$ cat src/rtl/toycpu_prog_loader.sv
// Boot loader: receives an A5/LEN/words byte frame and writes 16-bit words into instruction RAM, holding the CPU in reset until done.
// Optional feature macro CHECKSUM_EN: a trailing sum8 byte must bring the frame sum to zero before the CPU is released.
module toycpu_prog_loader #(
  parameter int ADDR_W  = 8,
  parameter int TIMEOUT = 50000
) (
  input  logic              clk,
  input  logic              rst,
  input  logic [7:0]        rx_data,
  input  logic              rx_valid,
  output logic              rx_ready,
  input  logic              start,
  output logic              imem_we,
  output logic [ADDR_W-1:0] imem_addr,
  output logic [15:0]       imem_wdata,
  output logic              cpu_rst,
  output logic              busy,
  output logic              done,
  output logic              error,
  output logic [ADDR_W:0]   word_count
);

  localparam int                TW       = (TIMEOUT < 2) ? 1 : $clog2(TIMEOUT);
  localparam logic [TW-1:0]     TMO_LAST = TW'(TIMEOUT - 1);
  localparam logic [TW-1:0]     TMO_ONE  = TW'(1);
  localparam logic [16:0]       MAX_LEN  = 17'(2 ** ADDR_W);
  localparam logic [ADDR_W:0]   WC_ONE   = (ADDR_W + 1)'(1);
  localparam logic [ADDR_W-1:0] ADDR_ONE = ADDR_W'(1);
  localparam logic [7:0]        SYNC     = 8'hA5;

  typedef enum logic [2:0] {
    S_WAIT_SYNC,
    S_LEN_LO,
    S_LEN_HI,
    S_DATA_LO,
    S_DATA_HI,
    S_RUN,
    S_ERR
`ifdef CHECKSUM_EN
    , S_CHK
`endif
  } state_t;

  state_t            state_q, state_d;
  logic [7:0]        len_lo_q, len_lo_d;
  logic [ADDR_W:0]   len_q, len_d;
  logic [7:0]        lo_q, lo_d;
  logic              we_q, we_d;
  logic [ADDR_W-1:0] addr_q, addr_d;
  logic [15:0]       wdata_q, wdata_d;
  logic [ADDR_W:0]   wc_q, wc_d;
  logic              done_q, done_d;
  logic              cpu_rst_q, cpu_rst_d;
  logic [TW-1:0]     tmo_q, tmo_d;
`ifdef CHECKSUM_EN
  logic [7:0]        sum_q, sum_d;
`endif

  logic              accept;
  logic              in_frame;
  logic              timeout_hit;
  logic              last_word;
  logic [15:0]       len16;
  logic              bad_len;

  assign in_frame    = !(state_q == S_WAIT_SYNC || state_q == S_RUN || state_q == S_ERR);
  assign rx_ready    = !(state_q == S_RUN || state_q == S_ERR);
  assign accept      = rx_valid && rx_ready;
  assign timeout_hit = in_frame && !accept && (tmo_q == TMO_LAST);
  assign last_word   = (wc_q == (len_q - WC_ONE));
  assign len16       = {rx_data, len_lo_q};
  assign bad_len     = (len16 == 16'h0000) || ({1'b0, len16} > MAX_LEN);

  always_ff @(posedge clk or negedge rst) begin
    if (!rst) begin
      state_q   <= S_WAIT_SYNC;
      len_lo_q  <= '0;
      len_q     <= '0;
      lo_q      <= '0;
      we_q      <= 1'b0;
      addr_q    <= '0;
      wdata_q   <= '0;
      wc_q      <= '0;
      done_q    <= 1'b0;
      cpu_rst_q <= 1'b1;
      tmo_q     <= '0;
`ifdef CHECKSUM_EN
      sum_q     <= '0;
`endif
    end else begin
      state_q   <= state_d;
      len_lo_q  <= len_lo_d;
      len_q     <= len_d;
      lo_q      <= lo_d;
      we_q      <= we_d;
      addr_q    <= addr_d;
      wdata_q   <= wdata_d;
      wc_q      <= wc_d;
      done_q    <= done_d;
      cpu_rst_q <= cpu_rst_d;
      tmo_q     <= tmo_d;
`ifdef CHECKSUM_EN
      sum_q     <= sum_d;
`endif
    end
  end

  always_comb begin
    state_d  = state_q;
    len_lo_d = len_lo_q;
    len_d    = len_q;
    lo_d     = lo_q;
    we_d     = 1'b0;
    addr_d   = addr_q;
    wdata_d  = wdata_q;
    wc_d     = wc_q;
    tmo_d    = (accept || !in_frame) ? '0 : tmo_q + TMO_ONE;
`ifdef CHECKSUM_EN
    sum_d    = (state_q == S_WAIT_SYNC) ? 8'h00 : (accept ? sum_q + rx_data : sum_q);
`endif

    // Index advances after its pulse; it parks on the last word so it never wraps.
    if (we_q) begin
      wc_d = wc_q + WC_ONE;
      if ((wc_q + WC_ONE) < len_q) begin
        addr_d = addr_q + ADDR_ONE;
      end
    end

    case (state_q)
      S_WAIT_SYNC: begin
        if (accept && rx_data == SYNC) begin
          wc_d    = '0;
          addr_d  = '0;
          state_d = S_LEN_LO;
        end
      end
      S_LEN_LO: begin
        if (accept) begin
          len_lo_d = rx_data;
          state_d  = S_LEN_HI;
        end
      end
      S_LEN_HI: begin
        if (accept) begin
          if (bad_len) begin
            state_d = S_ERR;
          end else begin
            len_d   = len16[ADDR_W:0];
            state_d = S_DATA_LO;
          end
        end
      end
      S_DATA_LO: begin
        if (accept) begin
          lo_d    = rx_data;
          state_d = S_DATA_HI;
        end
      end
      S_DATA_HI: begin
        if (accept) begin
          we_d    = 1'b1;
          wdata_d = {rx_data, lo_q};
`ifdef CHECKSUM_EN
          state_d = last_word ? S_CHK : S_DATA_LO;
`else
          state_d = last_word ? S_RUN : S_DATA_LO;
`endif
        end
      end
`ifdef CHECKSUM_EN
      S_CHK: begin
        if (accept) begin
          state_d = (sum_d == 8'h00) ? S_RUN : S_ERR;
        end
      end
`endif
      S_RUN: begin
        if (start) begin
          state_d = S_WAIT_SYNC;
        end
      end
      S_ERR: begin
        if (start) begin
          state_d = S_WAIT_SYNC;
        end
      end
      default: state_d = S_WAIT_SYNC;
    endcase

    if (timeout_hit) begin
      state_d = S_ERR;
    end

    // Release waits until the final write pulse has gone out.
    done_d    = (state_d == S_RUN) && !we_d;
    cpu_rst_d = !done_d;
  end

  assign imem_we    = we_q;
  assign imem_addr  = addr_q;
  assign imem_wdata = wdata_q;
  assign cpu_rst    = cpu_rst_q;
  assign busy       = in_frame;
  assign done       = done_q;
  assign error      = (state_q == S_ERR);
  assign word_count = wc_q;

endmodule

$ cat config.mk
export PLATFORM = sky130hd
export DESIGN_NAME = toycpu_prog_loader
export DESIGN_NICKNAME = d
export VERILOG_FILES = /design/src/rtl/toycpu_prog_loader.sv
export SDC_FILE = /design/constraint.sdc
export NUM_CORES = 1
export LEC_CHECK = 0
export CAP_MARGIN = 0
export CELL_PAD_IN_SITES_DETAIL_PLACEMENT = 0
export CELL_PAD_IN_SITES_GLOBAL_PLACEMENT = 1
export CORE_AREA = 2 2 120 122
export DETAILED_ROUTE_END_ITERATION = 8
export DIE_AREA = 0 0 122 124
export PLACE_DENSITY = 0.69
export SLEW_MARGIN = 10
export SYNTH_ARGS = -nofsm -noshare
export SYNTH_HDL_FRONTEND = slang
export SYNTH_SLANG_ARGS = --single-unit
$ cat constraint.sdc
create_clock -name clk -period 8.5 [get_ports clk]
set_clock_uncertainty 0.15 [all_clocks]
set_input_delay 1.7 -clock clk [delete_from_list [all_inputs] [get_ports clk]]
set_output_delay 1.7 -clock clk [all_outputs]
set_load 0.03 [all_outputs]
After elaboration in Yosys (flattened, before gate mapping):

Cells that the tools add are included.

* register bits: 80
* input port bits: 12
* output and inout bits: 39

* add/sub/neg operators: 4
* magnitude comparators: 2
* equality and inequality tests: 10
* multiplexer cells: 20
* bitwise logic cells: 1
* reductions and logical operators: 22

Operators with widths (count)
* $mux W8: 4
* $mux W3: 9
* $mux W9: 3
* $pmux W3 S6: 1
* $add A16 B1 Y16 const B: 1
* $eq A16 B16 Y1 const B: 1
* $gt A16 B9 Y1 const B: 1
* $logic_not A16 Y1: 1
* $mux W16: 1
* $eq A3 B3 Y1 const B: 4
* $add A9 B1 Y9 const B: 1
* $eq A9 B9 Y1: 1
* $lt A9 B9 Y1: 1
* $sub A9 B1 Y9 const B: 1
* $add A8 B1 Y8 const B: 1
* $eq A8 B8 Y1 const B: 1
* $eq A3 B2 Y1 const B: 2
* $reduce_and A2 Y1: 3
* $logic_and A1 B1 Y1: 5
* $logic_not A1 Y1: 5
* $logic_or A1 B1 Y1: 5
* $eq A3 B1 Y1 const B: 1
* $logic_not A3 Y1: 1
* $reduce_and A3 Y1: 1
* other kinds (3): 4

Depth between registers and ports, before layout:

Gate-level depths: netlist (run 1).

* depth after elaboration: 11
* depth in mapped cells: 12

Worst setup path before layout (run 1):

No wires, ideal clock.

* path type: reg-to-output
* from: register state_q[1]
* to: output busy
* arrival time: 1425 ps
* path slack: 5225 ps
* cell stages (with the launch flop): 5
* buffers on the path: 1
* cells stage by stage: dfrtp_1 -> buf_4 -> and2b_4 -> and2_1 -> nor2_1

RTL lines
* from (decl): line 44 `state_t state_q, state_d;`
* from (signal assigned): line 91 `state_q <= state_d;`
* $eq A3 B3 Y1
* named net error: line 19 `output logic error,`
* $logic_or A1 B1 Y1: line 66 `assign in_frame = !(state_q == S_WAIT_SYNC || state_q == S_RUN || state_q == S_ERR);`
* $logic_not A1 Y1: line 66
* to (decl): line 17 `output logic busy,`

The timed path passes the listed nets, and every way through them passes these cells.

Worst setup path after layout (run 1):

* from: register state_q[0]
* to: output busy

* cells in the longest elaborated chain, start to end: 4

Ends and longest elaborated chain (line)
* $eq A3 B3 Y1 / $logic_not A3 Y1 (equally long branches): 66
* $logic_or A1 B1 Y1: 66
* $logic_or A1 B1 Y1 (*): 66
* $logic_not A1 Y1 (*): 66

Mark *: on every way between the ends. The rest lies on a longest branch, timed or not.

==> results.yml, run 1 <==
outcome:
  outcome: "complete, no violations"
yosys:
  ys_types: 53
  syn-num-nets: 400
  synth-edff-count: 0
  synth_flop_cell: "dfrtp_1"
  ys_ff_latch: 80
  async_flop_share_pct: 100
  seq_area_frac_synth_pct: 48.8
  avgSynthCellArea_um2: 11.0
  syn_inst: 375
  syn_area_mm2: 0.00411
  ys_warn_count: 0
place:
  place_hpwl_mm: 6.38
  dp_cells: 593
  placed_area_mm2: 0.00477
  globalplace.congestion: 0.762
  port_buffers: 50
  dp_slack_ns: 4.52
timing:
  finalWorstSetupSlack_ns: 4.37
  fin_crit_ns: 4.13
  max_freq_ghz: 0.242
  rsz0062_at_grt: "no"
  setup-violations-final: 0
  slew_headroom_pct: 31.9
  setup_tns_ns: 0
  worstMarginPinSlew_ns: 1.02
  min_period_over_period_pct: 48.6
  hold_violations: 0
  drv_slew: 0
final_layout:
  layout_common_cells: "dfrtp_1, clkdlybuf4s50_1, nor2_1, mux2_2, xor2_1"
  final_common_cell: "dfrtp_1"
  area_growth_pct: 23.7
  design_area_mm2: 0.00508
  utilization_pct: 37.0
  fin_nets: 449
  drive_gt1_share_pct: 13.8
  num_antenna_cells: 0
  fin_cells: 609
route:
  drt_wl_total_mm: 9.09
  ant_nets: 0
  drt-vias-per-instance: 4.81
  drt-pass1-iter-count: 4
  vias: 2931
  first_iter_violations: 165
  wl_per_cell_um: 14.9
  remaining_drc_errors: 0
setup_path:
  start_kind: "flip-flop"
  cp.required_ns: 6.65
  arrival_ns: 2.28
  path_max_fanout: 12
  r2r-start: "word_count[0]$_DFF_PN0_"
  crit_type: "reg -> out"
  endpoint_kind: "output pin"
  critPathLaunch: "state_q[0]$_DFF_PN0_"
pwr:
  power_per_cell_area_mw_per_mm2: 356
  peakVddDrop_mv: 0.170
  p_leak_nw: 2.09
clocking:
  postCtsResizedCells: 0
  insertion_delay_ns: 0.34
  h-tree-depth: 3
  clock-root-buffer: "clkbuf_16"
  cts_hold_buffers: 0
  post_cts_buffers: 0
  clk_path_buf_depth: 2
  cts_tree: "built"
  clkTransAtPathRegs_ns: 0.06
  clock_sinks: 80
  cts_buffers: 9
grt:
  grt_overflow: 0
  grt_max_degree: 75
  track_usage_pct: 13.3
  antenna_found_initial: 0
  grt_pass1_vias: 3078
  grt_pass1_wl_mm: 15.7
floorplanning:
  die_x_um: 122
  die_area_mm2: 0.0151
  die_h_um: 124
  fp-row-count: 43
  core_mm2: 0.0137
  start_util_pct: 29.9
  pin_count: 51
job:
  cap_violations: 0
hold_path:
  hold_start: "tmo_q[0]$_DFF_PN0_"
  hold_class: "reg -> reg"
-- sequential cells by signal, indices dropped and copies added, names as in the netlist --
register / flops
done: 1
lo_q: 8
tmo_q: 16
len_q: 9
cpu_rst: 1
word_count: 9
imem_we: 1
state_q: 3
imem_addr: 8
len_lo_q: 8
imem_wdata: 16
-- layer usage --
layer / up-vias / wire, um / track usage (%)
met4: 0 / 172 / 4.67
li1: 1417 / - / -
met3: 13 / 351 / 3.30
met2: 57 / 4100 / 20.7
met1: 1444 / 4460 / 18.1
met5: - / 0 / 0
-- per-stage QoR --
stage	power, mW	hold WS (ns)
floorplan	1.13	0.305
global placement	1.39	0.324
detailed placement	1.41	0.333
CTS	1.83	0.348
global route	1.94	0.373
finish	1.81	0.337
-- path summary, 6_finish.rpt --
check                                                  end  slack, ns  cells past startpoint
worst max-delay path                                  busy       4.37                      4
worst min-delay path                    tmo_q[0]$_DFF_PN0_       0.34                      1
worst max register to register      imem_addr[2]$_DFF_PN0_       5.20                     10
worst min register to register          tmo_q[0]$_DFF_PN0_       0.34                      1
max in group asynchronous       imem_wdata[12]$_DFFE_PN0P_       6.05                      2
min in group asynchronous               tmo_q[0]$_DFF_PN0_       1.01                      1
-- final cells by class --
cell class              count  area, um^2
clock inverters             6        73.8
flip-flops and latches     80        2000
well taps                 180         225
inverters                  14        52.6
fillers                  1332        8640
repair buffers             52         513
multi-input cells         267        1970
clock buffers              10         239
-- cell usage after synthesis (2+ instances only) --
cell type	instances	share of area [%]
a211o_1	2	0.43
a21oi_1	10	1.2
and3_1	10	1.5
buf_2	4	0.49
buf_4	3	0.55
clkbuf_1	6	0.55
dfrtp_1	79	48
ha_1	13	4.0
inv_1	14	1.3
mux2_1	10	2.7
mux2_2	31	8.5
nand2_1	22	2.0
nand2b_1	3	0.46
nand3_1	14	1.7
nand4_1	12	1.8
nor2_1	39	3.6
nor2b_1	4	0.61
nor3_1	6	0.73
nor4_1	3	0.46
o211ai_1	4	0.73
o21ai_0	6	0.73
o31ai_1	3	0.55
or3_1	3	0.46
or4_1	4	0.73
xnor2_1	18	3.8
xor2_1	25	5.3
-- cells by family after synthesis --
| kind of cell | after synthesis | share of synthesized area [%] |
|---|---|---|
| AND/OR/NAND/NOR | 134 | 17.3 |
| flip-flops | 80 | 48.8 |
| XOR/XNOR | 43 | 9.17 |
| multiplexers | 42 | 11.5 |
| AO/OA/AOI/OAI | 35 | 6.16 |
| buffers and inverters | 28 | 3.14 |
| adder cells (fa/ha/maj) | 13 | 3.96 |
-- critical path: stages (launching register included) --
cell and delay, ns:
dfrtp_1 0.56, and2b_4 0.26, and2_1 0.18, nor2_1 0.22, clkdlybuf4s50_1 0.72
-- where the power goes --
part	total [mW]	internal, mW	switching [mW]
clock	0.408	0.240	0.168
combinational	0.754	0.350	0.403
sequential	0.646	0.507	0.139
total	1.81	1.10	0.710
No activity file was read; power rests on OpenSTA's default activity.
==> run 2, diff against run 1 <==
==> constraint.sdc (replaced) <==
create_clock -name clk -period 4 [get_ports clk]
set_clock_uncertainty 0.15 [all_clocks]
set_input_delay 0.8 -clock clk [delete_from_list [all_inputs] [get_ports clk]]
set_output_delay 0.8 -clock clk [all_outputs]
set_load 0.03 [all_outputs]
==> results.yml, run 2 (same netlist as run 1, synthesis figures left out) <==
outcome:
  outcome: "complete, no violations"
timing:
  hold_violations: 0
  max_freq_ghz: 0.308
  finalWorstSetupSlack_ns: 0.751
  min_period_over_period_pct: 81.2
  slew_headroom_pct: 38.6
  fin_crit_ns: 3.25
  rsz0062_at_grt: "no"
  setup_tns_ns: 0
  setup-violations-final: 0
  worstMarginPinSlew_ns: 0.921
  drv_slew: 0
floorplanning:
  die_h_um: 124
  pin_count: 51
  core_mm2: 0.0137
  start_util_pct: 29.9
  fp-row-count: 43
  die_x_um: 122
  die_area_mm2: 0.0151
clocking:
  clock_sinks: 80
  post_cts_buffers: 0
  cts_tree: "built"
  cts_hold_buffers: 0
  insertion_delay_ns: 0.34
  cts_buffers: 9
  postCtsResizedCells: 0
  clkTransAtPathRegs_ns: 0.07
  h-tree-depth: 3
  clk_path_buf_depth: 2
  clock-root-buffer: "clkbuf_16"
route:
  drt_wl_total_mm: 8.91
  ant_nets: 0
  wl_met3_um: 384
  vias: 2902
  wl_met1_mm: 4.32
  top_layer: "met4"
  routed-wl-met2_mm: 4.10
  first_iter_violations: 182
  drt-pass1-iter-count: 4
  remaining_drc_errors: 0
  wl_per_cell_um: 14.6
  drt-vias-per-instance: 4.76
pwr:
  p_total_mw: 3.84
  p_leak_nw: 2.10
  peakVddDrop_mv: 0.439
  power_per_cell_area_mw_per_mm2: 755
final_layout:
  num_antenna_cells: 0
  area_growth_pct: 23.9
  fin_nets: 450
  fin_cells: 610
  design_area_mm2: 0.00509
  layout_common_cells: "dfrtp_1, clkdlybuf4s50_1, nor2_1, mux2_2, xor2_1"
  drive_gt1_share_pct: 14.0
  final_common_cell: "dfrtp_1"
setup_path:
  arrival_ns: 2.30
  ff2ff_path_depth: 10
  slowest_stage: "clkdlybuf4s50_1"
  ff2ff_setup_slack_ns: 0.77
  r2r-start: "word_count[0]$_DFF_PN0_"
  critPathLaunch: "state_q[0]$_DFF_PN0_"
  critPathTopFamily: "buffers and inverters"
  path_max_fanout: 12
  r2r_end: "imem_addr[7]$_DFF_PN0_"
  critPathMaxStageDelay_ns: 0.72
  endpoint_kind: "output pin"
  cp.depth: 4
  crit_chain: "and2b_4 > and2_1 > nor2_1 > clkdlybuf4s50_1"
  cp.required_ns: 3.05
  worst-path-buf-inv: 1
  crit_type: "reg -> out"
  start_kind: "flip-flop"
  worstSetupEndpoint: "busy"
place:
  place_hpwl_mm: 6.39
  port_buffers: 50
  globalplace.congestion: 0.815
  dp_cells: 594
  dp_slack_ns: 0.783
  placed_area_mm2: 0.00478
grt:
  grt_pass1_vias: 2884
  grt_overflow: 0
  grt_max_degree: 59
  grt_pass1_wl_mm: 15.2
  track_usage_pct: 12.9
  antenna_found_initial: 0
hold_path:
  hold_class: "reg -> reg"
job:
  cap_violations: 0
run 2: worst reg2reg max path: cells and delay by family, from the launching register on:
kind                       cells  cell delay [ns]
and+or+nand+nor                3             1.04
AOI/OAI and AO/OA              4             0.82
adders and majority gates      2             0.55
DFF                            1             0.43
xor gates and xnor gates       1             0.15
run 2: how the worst min path moves through the flow:
stage,from,endpoint,cells after the start
floorplan,tmo_q[0]$_DFF_PN0_,tmo_q[0]$_DFF_PN0_,1
global placement,tmo_q[0]$_DFF_PN0_,tmo_q[0]$_DFF_PN0_,1
detailed placement,tmo_q[0]$_DFF_PN0_,tmo_q[0]$_DFF_PN0_,1
CTS,tmo_q[0]$_DFF_PN0_,tmo_q[0]$_DFF_PN0_,1
global route,tmo_q[0]$_DFF_PN0_,tmo_q[0]$_DFF_PN0_,1
finish,tmo_q[0]$_DFF_PN0_,tmo_q[0]$_DFF_PN0_,1
run 2: final cells by class:
type	instances	area (um^2)
inverter	14	52.6
multi-input combinational	267	1970
fill	1373	8630
tap	180	225
timing repair buffer	53	520
sequential	80	2000
clock buffer	10	239
clock inverter	6	73.8
run 2: through the flow:
stage	utilization (%)	hold slack, ns
global route	37.1	0.345
global placement	34.8	0.323
detailed placement	34.8	0.327
CTS	37.1	0.335
finish	37.1	0.336
floorplan	-	0.305
run 2: routing by layer:
| layer | track usage (%) | vias up |
|---|---|---|
| met1 | 17.8 | 1421 |
| met4 | 4.31 | 0 |
| li1 | - | 1422 |
| met2 | 19.4 | 52 |
| met5 | 0 | - |
| met3 | 3.89 | 7 |
run 2: power by group:
group	switching [mW]	leakage (nW)	internal (mW)	total [mW]
Combinational	0.861	0.950	0.752	1.61
Sequential	0.284	0.992	1.08	1.36
Clock	0.357	0.154	0.510	0.867
==> run 3, diff against run 2 <==
==> constraint.sdc (replaced) <==
create_clock -name clk -period 3.3 [get_ports clk]
set_clock_uncertainty 0.15 [all_clocks]
set_input_delay 0.66 -clock clk [delete_from_list [all_inputs] [get_ports clk]]
set_output_delay 0.66 -clock clk [all_outputs]
set_load 0.03 [all_outputs]
==> results.yml, run 3 (same netlist as run 1, synthesis figures left out) <==
outcome:
  outcome: "complete, no violations"
timing:
  fin_crit_ns: 3.14
  setup-violations-final: 0
  setup_tns_ns: 0
  slew_headroom_pct: 31.4
  rsz0062_at_grt: "no"
  min_period_over_period_pct: 95.0
  hold_violations: 0
  drv_slew: 0
  fin_hold_ws_ns: 0.337
  finalWorstSetupSlack_ns: 0.164
  max_freq_ghz: 0.319
  worstMarginPinSlew_ns: 1.03
pwr:
  power_per_cell_area_mw_per_mm2: 915
  p_total_mw: 4.74
  p_leak_nw: 2.14
  peakVddDrop_mv: 0.423
place:
  dp_slack_ns: 0.0665
  port_buffers: 50
  place_hpwl_mm: 6.18
  dp_cells: 597
  globalplace.congestion: 0.827
  placed_area_mm2: 0.00480
floorplanning:
  fp-row-count: 43
  die_area_mm2: 0.0151
  core_mm2: 0.0137
  die_x_um: 122
  die_h_um: 124
  start_util_pct: 29.9
  pin_count: 51
final_layout:
  utilization_pct: 37.8
  num_antenna_cells: 0
  area_growth_pct: 26.3
  design_area_mm2: 0.00519
  final_common_cell: "dfrtp_1"
  fin_cells: 618
  layout_common_cells: "dfrtp_1, clkdlybuf4s50_1, nor2_1, mux2_2, xor2_1"
  drive_gt1_share_pct: 16.9
  fill_cells: 1379
  fin_nets: 458
clocking:
  clkTransAtPathRegs_ns: 0.07
  clk_path_buf_depth: 2
  h-tree-depth: 3
  insertion_delay_ns: 0.35
  cts_tree: "built"
  cts_buffers: 9
  clock_sinks: 80
  clock-root-buffer: "clkbuf_16"
setup_path:
  endpoint_kind: "flip-flop"
  crit_chain: "ha_1 > and3_1 > and3_2 > xor2_1 > ha_1 > a211o_1 > o2111ai_2 > a21oi_4 > buf_12 > or4_1 > nand2_1"
  critPathLaunch: "word_count[1]$_DFF_PN0_"
  path_common_cell: "ha_1"
  critPathTopFamily: "simple AND/OR/NAND/NOR gates"
  cp.required_ns: 3.43
  crit_type: "reg -> reg"
  start_kind: "flip-flop"
  arrival_ns: 3.27
  path_max_fanout: 9
  slowest_stage: "or4_1"
  critPathMaxStageDelay_ns: 0.46
  worst-path-buf-inv: 1
  r2r-start: "word_count[1]$_DFF_PN0_"
route:
  vias: 2944
  remaining_drc_errors: 0
  drt-vias-per-instance: 4.76
  ant_nets: 0
  wl_per_cell_um: 14.2
  drt_wl_total_mm: 8.80
  drt-pass1-iter-count: 4
  first_iter_violations: 156
grt:
  grt_pass1_vias: 2878
  track_usage_pct: 12.6
  grt_overflow: 0
  antenna_found_initial: 0
  grt_max_degree: 81
  grt_pass1_wl_mm: 14.8
hold_path:
  hold_class: "in -> async"
job:
  cap_violations: 0
==> run 3: cell types whose count changed in the layout (fill, tap and decap cells not counted), sizes merged <==
| cell | change |
|---|---|
| buf | +8 |
| clkinv | +1 |
| inv | -1 |
==> run 3: cell type report <==
cell class                 instances  area, um^2  share of cell area [%]
sequential                        80        2000                    38.6
multi-input combinational        267        2000                    38.5
timing repair buffer              61         593                    11.4
clock buffer                      10         239                    4.61
tap                              180         225                    4.34
clock inverter                     6        73.8                    1.42
inverter                          14        52.6                    1.01
==> run 3: final timing paths <==
path | to | slack, ns | depth (start not counted)
worst max-delay path | imem_addr[3]$_DFF_PN0_ | 0.16 | 11
worst min-delay path | imem_addr[6]$_DFF_PN0_ | 0.34 | 1
worst max register to register | imem_addr[3]$_DFF_PN0_ | 0.16 | 11
worst min register to register | tmo_q[0]$_DFF_PN0_ | 0.34 | 1
max in group asynchronous | word_count[1]$_DFF_PN0_ | 1.98 | 1
min in group clk | tmo_q[0]$_DFF_PN0_ | 0.34 | 1
==> run 3: power breakdown <==
part,leakage (nW),switching [mW],internal (mW)
registers,0.991,0.333,1.31
clock network,0.154,0.431,0.616
logic,0.996,1.08,0.975
==> run 3: timing repair <==
item / in CTS / in global routing
gates resized for setup: 0 / 7
setup buffers: 0 / 5
hold buffers: 0 / 0
setup endpoints to repair: 0 / 8
==> run 3: layer usage <==
| layer | global-route usage, % | routed length, um | vias to the layer above |
|---|---|---|---|
| li1 | - | - | 1436 |
| met1 | 17.2 | 4390 | 1446 |
| met2 | 18.5 | 3840 | 49 |
| met3 | 3.85 | 382 | 13 |
| met4 | 5.53 | 186 | 0 |
| met5 | 0 | 0 | - |
